$ cat src/rtl/mem_responder.sv
// Target-side memory endpoint: self-clearing storage, fixed-latency read pipeline, range error flags.
// Optional MEM_RESP_WR_BYPASS_EN: same-cycle write+read to one address returns the new data (write-first).
module mem_responder #(
  parameter int DATA_WIDTH = 32,
  parameter int DEPTH      = 16,
  parameter int RD_LATENCY = 2
) (
  input  logic                  clk,
  input  logic                  reset,
  input  logic                  write_en,
  input  logic                  read_en,
  input  logic [31:0]           addr,
  input  logic [DATA_WIDTH-1:0] w_data,
  output logic [DATA_WIDTH-1:0] r_data,
  output logic                  r_valid,
  output logic                  r_err,
  output logic                  w_err,
  output logic                  ready
);

  localparam int                ADDR_W     = $clog2(DEPTH);
  localparam logic [31:0]       DEPTH_W    = 32'(DEPTH);
  localparam logic [ADDR_W-1:0] LAST_INDEX = ADDR_W'(DEPTH - 1);

  typedef enum logic {INIT, RUN} state_t;

  state_t                  state;
  state_t                  state_next;
  logic [ADDR_W-1:0]       init_cnt;
  logic [DATA_WIDTH-1:0]   mem [DEPTH];
  logic [ADDR_W-1:0]       index;
  logic                    in_range;
  logic                    do_write;
  logic                    do_read;
  logic [DATA_WIDTH-1:0]   rd_value;
  logic [RD_LATENCY-1:0]   pipe_valid;
  logic [RD_LATENCY-1:0]   pipe_err;
  logic [DATA_WIDTH-1:0]   pipe_data [RD_LATENCY];
  logic                    w_err_q;

  // The full 32-bit address takes part in the range check, so aliases never hit storage.
  assign in_range = (addr < DEPTH_W);
  assign index    = addr[ADDR_W-1:0];
  assign ready    = (state == RUN);
  assign do_write = ready && write_en && in_range;
  assign do_read  = ready && read_en;

  always_comb begin
    state_next = state;
    if (state == INIT && init_cnt == LAST_INDEX) begin
      state_next = RUN;
    end
  end

  always_ff @(posedge clk) begin
    if (reset) begin
      state    <= INIT;
      init_cnt <= '0;
      w_err_q  <= 1'b0;
    end else begin
      state   <= state_next;
      w_err_q <= ready && write_en && !in_range;
      if (state == INIT) begin
        init_cnt <= init_cnt + ADDR_W'(1);
      end
    end
  end

  // Storage is cleared only by the INIT sweep, never by reset directly.
  always_ff @(posedge clk) begin
    if (!reset) begin
      if (state == INIT) begin
        mem[init_cnt] <= '0;
      end else if (do_write) begin
        mem[index] <= w_data;
      end
    end
  end

  always_comb begin
    rd_value = '0;
    if (in_range) begin
`ifdef MEM_RESP_WR_BYPASS_EN
      if (do_write) begin
        rd_value = w_data;
      end else begin
        rd_value = mem[index];
      end
`else
      rd_value = mem[index];
`endif
    end
  end

  // Data and error stages load only behind a valid entry, so the last stage holds the previous response.
  always_ff @(posedge clk) begin
    if (reset) begin
      pipe_valid <= '0;
      pipe_err   <= '0;
      for (int i = 0; i < RD_LATENCY; i++) begin
        pipe_data[i] <= '0;
      end
    end else begin
      pipe_valid[0] <= do_read;
      if (do_read) begin
        pipe_data[0] <= rd_value;
        pipe_err[0]  <= !in_range;
      end
      for (int i = 1; i < RD_LATENCY; i++) begin
        pipe_valid[i] <= pipe_valid[i-1];
        if (pipe_valid[i-1]) begin
          pipe_data[i] <= pipe_data[i-1];
          pipe_err[i]  <= pipe_err[i-1];
        end
      end
    end
  end

  assign r_valid = pipe_valid[RD_LATENCY-1];
  assign r_err   = pipe_valid[RD_LATENCY-1] && pipe_err[RD_LATENCY-1];
  assign r_data  = pipe_data[RD_LATENCY-1];
  assign w_err   = w_err_q;

endmodule
$ cat config.mk
export PLATFORM = sky130hd
export DESIGN_NAME = mem_responder
export DESIGN_NICKNAME = d
export VERILOG_FILES = /design/src/rtl/mem_responder.sv
export SDC_FILE = /design/constraint.sdc
export NUM_CORES = 1
export LEC_CHECK = 0
export BUFFER_PORTS_ARGS = -buffer_cell sky130_fd_sc_hd__buf_2
export CAP_MARGIN = 20
export CORE_AREA = 3 3 242 244
export CTS_BUF_LIST = sky130_fd_sc_hd__clkbuf_8
export CTS_CLUSTER_DIAMETER = 40
export CTS_CLUSTER_SIZE = 40
export DETAILED_ROUTE_END_ITERATION = 8
export DIE_AREA = 0 0 245 247
export RECOVER_POWER = 25
export SYNTH_ARGS = -nofsm -noshare
export SYNTH_HDL_FRONTEND = slang
export SYNTH_SLANG_ARGS = --single-unit
export TNS_END_PERCENT = 20
$ cat constraint.sdc
create_clock -name clk -period 7.3 [get_ports clk]
set_clock_uncertainty 0.15 [all_clocks]
set_input_delay 0.73 -clock clk [delete_from_list [all_inputs] [get_ports clk]]
set_output_delay 0.73 -clock clk [all_outputs]
set_load 0.02 [all_outputs]
### Word-level counts from Yosys, hierarchy flattened

Memories as Yosys holds them, arrays and structs flattened.
Index checks and enable logic that the tools add are counted.

| operators by class | value |
|---|---|
| add/subtract/negate cells | 1 |
| $mul | 0 |
| div/mod/pow operators | 0 |
| order comparisons | 1 |
| equality and inequality tests | 1 |
| shift operators | 0 |
| muxes and demuxes | 21 |
| bitwise operators | 3 |
| reductions and logical operators | 8 |

Operators with widths:

| operator | number |
|---|---|
| 2-to-1 mux 32 bit | 4 |
| less-than comparator 32 x 5 -> 1 bit, second input constant | 1 |
| OR reduction 32 bit | 1 |
| 2-to-1 mux 1 bit | 16 |
| logical AND 1 bit | 6 |
| adder 4 x 1 -> 4 bit, second input constant | 1 |
| equality test 4 bit, second input constant | 1 |
| 2-to-1 mux 4 bit | 1 |
| bitwise OR 1 bit | 2 |
| zero test 1 bit | 1 |
| NOT 1 bit | 1 |

| storage, ports and cells | value |
|---|---|
| register bits after elaboration | 10 |
| latch bits | 0 |
| RAM bits | 576 |
| bits in read-only memories | 0 |
| input port bits | 68 |
| memories | 2 |

Memories:

| memory | depth | width | read ports | clocked after memory_dff | write ports | line | source |
|---|---|---|---|---|---|---|---|
| mem | 16 | 32 | 1 | 0 | 1 | 30 | `logic [DATA_WIDTH-1:0] mem [DEPTH];` |
| pipe_data | 2 | 32 | 2 | 0 | 2 | 38 | `logic [DATA_WIDTH-1:0] pipe_data [RD_LATENCY];` |

### Longest topological paths before layout

| logic depth | value |
|---|---|
| depth in word-level cells | 8 |
| gate-level depth with buffers | 6 |
| mapped depth without buffers | 4 |

### Least setup slack after synthesis

No wires, ideal clock.

| path | value |
|---|---|
| path kind | input-to-reg |
| start | in addr[28] |
| end | mem mem[6][0], enable pin |
| arrival | 2.600 ns |
| required time | 6.756 ns |
| setup slack | 4.157 ns |
| stages on the path | 5 |
| cells stage by stage | nor4_2 nand4_1 nor3_4 buf_4 a32o_1 |

| on the way | value |
|---|---|
| longest elaborated chain between the ends | 8 |

Ends and longest elaborated chain:

| item | line | source |
|---|---|---|
| start: declaration | 12 | `input logic [31:0] addr,` |
| less-than comparator 32 x 5 -> 1 bit (*) | 42 | `assign in_range = (addr < DEPTH_W);` |
| logical AND 1 bit (*) | 45 | `assign do_write = ready && write_en && in_range;` |
| 2-to-1 mux 1 bit (*) | 74 | `end else if (do_write) begin` |
| 2-to-1 mux 1 bit (*) | 72 | `if (state == INIT) begin` |
| 2-to-1 mux 1 bit (*) | 71 | `if (!reset) begin` |
| 2-to-1 mux 1 bit (not written as such) (*) | 75 | `mem[index] <= w_data;` |
| OR reduction 32 bit (no source line) | n/a |  |
| 2-to-1 mux 4 bit (no source line) / 2-to-1 mux 1 bit (equally long branches) | n/a |  |
| end: declaration | 30 |  |

Mark *: on every way between the ends. The rest lies on a longest branch, timed or not.

==> run_results.csv <==
group,metric,value,unit
status,outcome,"finished with violations",
status,violations,"max-capacitance violations, max-slew violations",
flow_run,cap_violations,3,
logic_synthesis,syn_inst,1043,
layout,drive_gt1_share,28.9,%
logic_synthesis,syn_nets,1112,
logic_synthesis,synth_warnings,0,
power,p_int,5010,µW
clock_tree,h-tree-depth,3,
clock_tree,ctsResizeCount,0,
layout,seq_area,17500,µm²
drt,antenna_left,0,
layout,finalNetCount,1216,
clock_tree,postCtsSetupBuffers,0,
clock_tree,cts.sinks,586,
logic_synthesis,synth_top_cell_by_area,"edfxtp_1",
logic_synthesis,ys_ff_latch,586,
power,p_leak,0.00846,µW
layout,finalCoreUtilization,44.8,%
setup_path,cp.arrival,4.62,ns
drt,drt-pass1-iter-count,7,
setup_path,cpLargestDelayFamily,"compound AO/OA/AOI/OAI gates",
clock_tree,clk_latency,0.63,ns
logic_synthesis,synth_commonest_cells,"edfxtp_1 (576), mux4_2 (128), and2_1 (67)",
sta,relSlewSlack,-92.5,%
sta,post-route-min-period,4.41,ns
power,combPwrFrac,3.4,%
place,gp_congestion,0.726,
logic_synthesis,yosysMostFrequentCell,"edfxtp_1",
sta,drv_slew,113,
clock_tree,root_buffer,"clkbuf_8",
logic_synthesis,synth_area_leaders,"edfxtp_1 (77%), mux4_2 (13%), a22oi_1 (2.1%)",
power,sequentialPowerShare,57.7,%
drt,drt-total-wl,45.5,mm
global_routing,antenna_found_initial,0,
sta,hold_violations,0,
setup_path,required,7.51,ns
drt,wire_per_inst,23.3,µm
global_routing,grt_use_total,15.5,%
setup_path,worstSetupEndpointType,"flop",
setup_path,crit_path_max_incr_delay,2.18,ns
global_routing,use_met2,26.2,%
place,io_buffer_count,103,
global_routing,grt_pass1_vias,11000,
floorplanning,fp.coreArea,56500,µm²
drt,vias_per_cell,5.30,
clock_tree,hold_buffers,0,
drt,drtIter0Drc,776,
logic_synthesis,synth-async-reset-ratio,0,%
global_routing,grt_overflow_total,0,
power,power_density,253,nW/µm²
sta,rsz0062_at_grt,"false",
setup_path,cp_max_fo,33,
floorplanning,io_pins,104,
clock_tree,cts_buffers,70,
global_routing,grt_use_met1,20.6,%
logic_synthesis,synth.avg_cell_area,21.6,µm²
worst_hold_path,hp-class,"primary input to flop",
drt,drc,0,
sta,tightest_slew,2.88,ns
layout,fin_cells,1957,
clock_tree,path_clk_slew,0.08,ns
setup_path,crit_path_cell_trace,"nand2_1 > o21bai_1 > nand3_2 > buf_4 > a21oi_1",
global_routing,grt_util_met3,2.79,%
layout,num-fill-cells,4773,
setup_path,critPathKind,"flop to flop",
logic_synthesis,synth_top_area_share,76.8,%
drt,via_count,10400,
sta,setup_tns,0,ns
setup_path,critPathSlowestCell,"o21bai_1",
clock_tree,cts_tree,"yes",
floorplanning,die_area,60500,µm²
logic_synthesis,synth_enable_flop_cells,576,
global_routing,busiest_layer,"met2",
sta,fmax,227,MHz
layout,diodes,0,
power,clkPwrFrac,38.9,%
place,dpl.cell_count,1823,
floorplanning,initial_core_util,39.9,%
global_routing,grt_start_max_net_pins,133,
floorplanning,rows,87,
clock_tree,clockBufferDepth,3,
logic_synthesis,synth-main-ff-cell,"edfxtp_1",
logic_synthesis,yosysSeqAreaShare,77.7,%
power,vdd_drop_max,0.121,mV
layout,area_growth,12.4,%
layout,multi_input_area,4520,µm²
logic_synthesis,synth_cell_types,39,
floorplanning,die_x,245,µm
sta,fin_crit_sh,60.4,%
global_routing,grt_pass1_wl,69.2,mm
setup_path,crit_path_start_kind,"flop",
floorplanning,fp.dieH,247,µm
place,dp_hpwl,24.5,mm
sta,setup_violations,0,
power,power_switching_share,21.9,%
power,switchingPower,1400,µW
logic_synthesis,syn-cell-area,22500,µm²
setup_path,crit_buf_inv,1,
final timing paths:
path	startpoint	to	slack, ns	depth (start not counted)
max	ready	pipe_data[0][18]	2.89	5
min	read_en	pipe_valid[0]	0.30	3
max reg2reg	ready	pipe_data[0][18]	2.89	5
min reg2reg	pipe_err[0]	pipe_err[0]	0.33	2
cells by family (layout without fill, tap and decap cells):
| kind of cell | count (synthesis) | in the layout | synth area share [%] |
|---|---|---|---|
| AOI/OAI and AO/OA | 117 | 117 | 3.65 |
| xor gates and xnor gates | 3 | 3 | 0.117 |
| adders and majority gates | 1 | 1 | 0.0555 |
| buffers and inverters | 94 | 252 | 2.41 |
| DFF | 586 | 586 | 77.7 |
| muxes | 130 | 130 | 12.9 |
| and+or+nand+nor | 112 | 112 | 3.21 |
per-stage QoR:
stage / total power [µW] / worst slack (ns) / cell area (µm²) / hold WS [ns]
2_1_floorplan: 3930 / 4.16 / 22500 / 0.295
3_3_place_gp: 4000 / 3.55 / 23600 / 0.315
3_5_place_dp: 4000 / 3.47 / 23700 / 0.316
4_1_cts: 6500 / 4.05 / 25200 / 0.273
5_1_grt: 6660 / 2.45 / 25300 / 0.273
6_report: 6420 / 2.89 / 25300 / 0.300
layer usage:
layer  share of wire, %  vias up
li1                   -     4527
met1                 44     5530
met2                 50      243
met3                4.6       66
met4                1.8        0
met5                  0        -
worst reg2reg max path, cell delays in order (launching register included):
cell and delay [ns]:
dfxtp_1 0.60, nand2_1 0.19, o21bai_1 2.18, nand3_2 0.11
buf_4 0.41, a21oi_1 0.52
placed cells by master, fill, tap and decap left out, drive strengths merged, types with 2 or more instances in the layout:
cell / instances
mux2i: 2
nor4: 8
xor2: 2
nor4b: 3
a21oi: 33
dfxtp: 10
a32o: 10
a31o: 3
a22o: 3
clkinv: 16
mux4: 128
and2: 67
a22oi: 64
clkinvlp: 9
edfxtp: 576
nand2b: 3
nand3: 2
buf: 82
and3: 4
nand2: 2
o21ai: 2
inv: 24
nor3: 2
nor2: 10
nor2b: 6
bufinv: 7
clkbuf: 114
power by group through the flow:
stage                     Clock [µW]  Sequential, µW  Combinational, µW
after detailed placement           0            3780                223
after CTS                       2570            3700                223
final                           2490            3700                219
after floorplan                    0            3780                152
after global routing            2720            3710                237
after global placement             0            3780                220
final cells by class:
cell class	instances	area share (%)
flip-flops and latches	586	69.1
repair buffers	123	3.14
inverters	3	0.0445
clock buffers	73	3.97
well taps	756	3.74
clock inverters	53	2.15
multi-input cells	363	17.9
registers in the layout (all words and copies together), names as in the netlist:
signal,count
ready,1
pipe_err,2
w_err,1
pipe_valid,2
mem,512
init_cnt,4
pipe_data,64
Note: power is estimated with default switching activity, not from simulation.
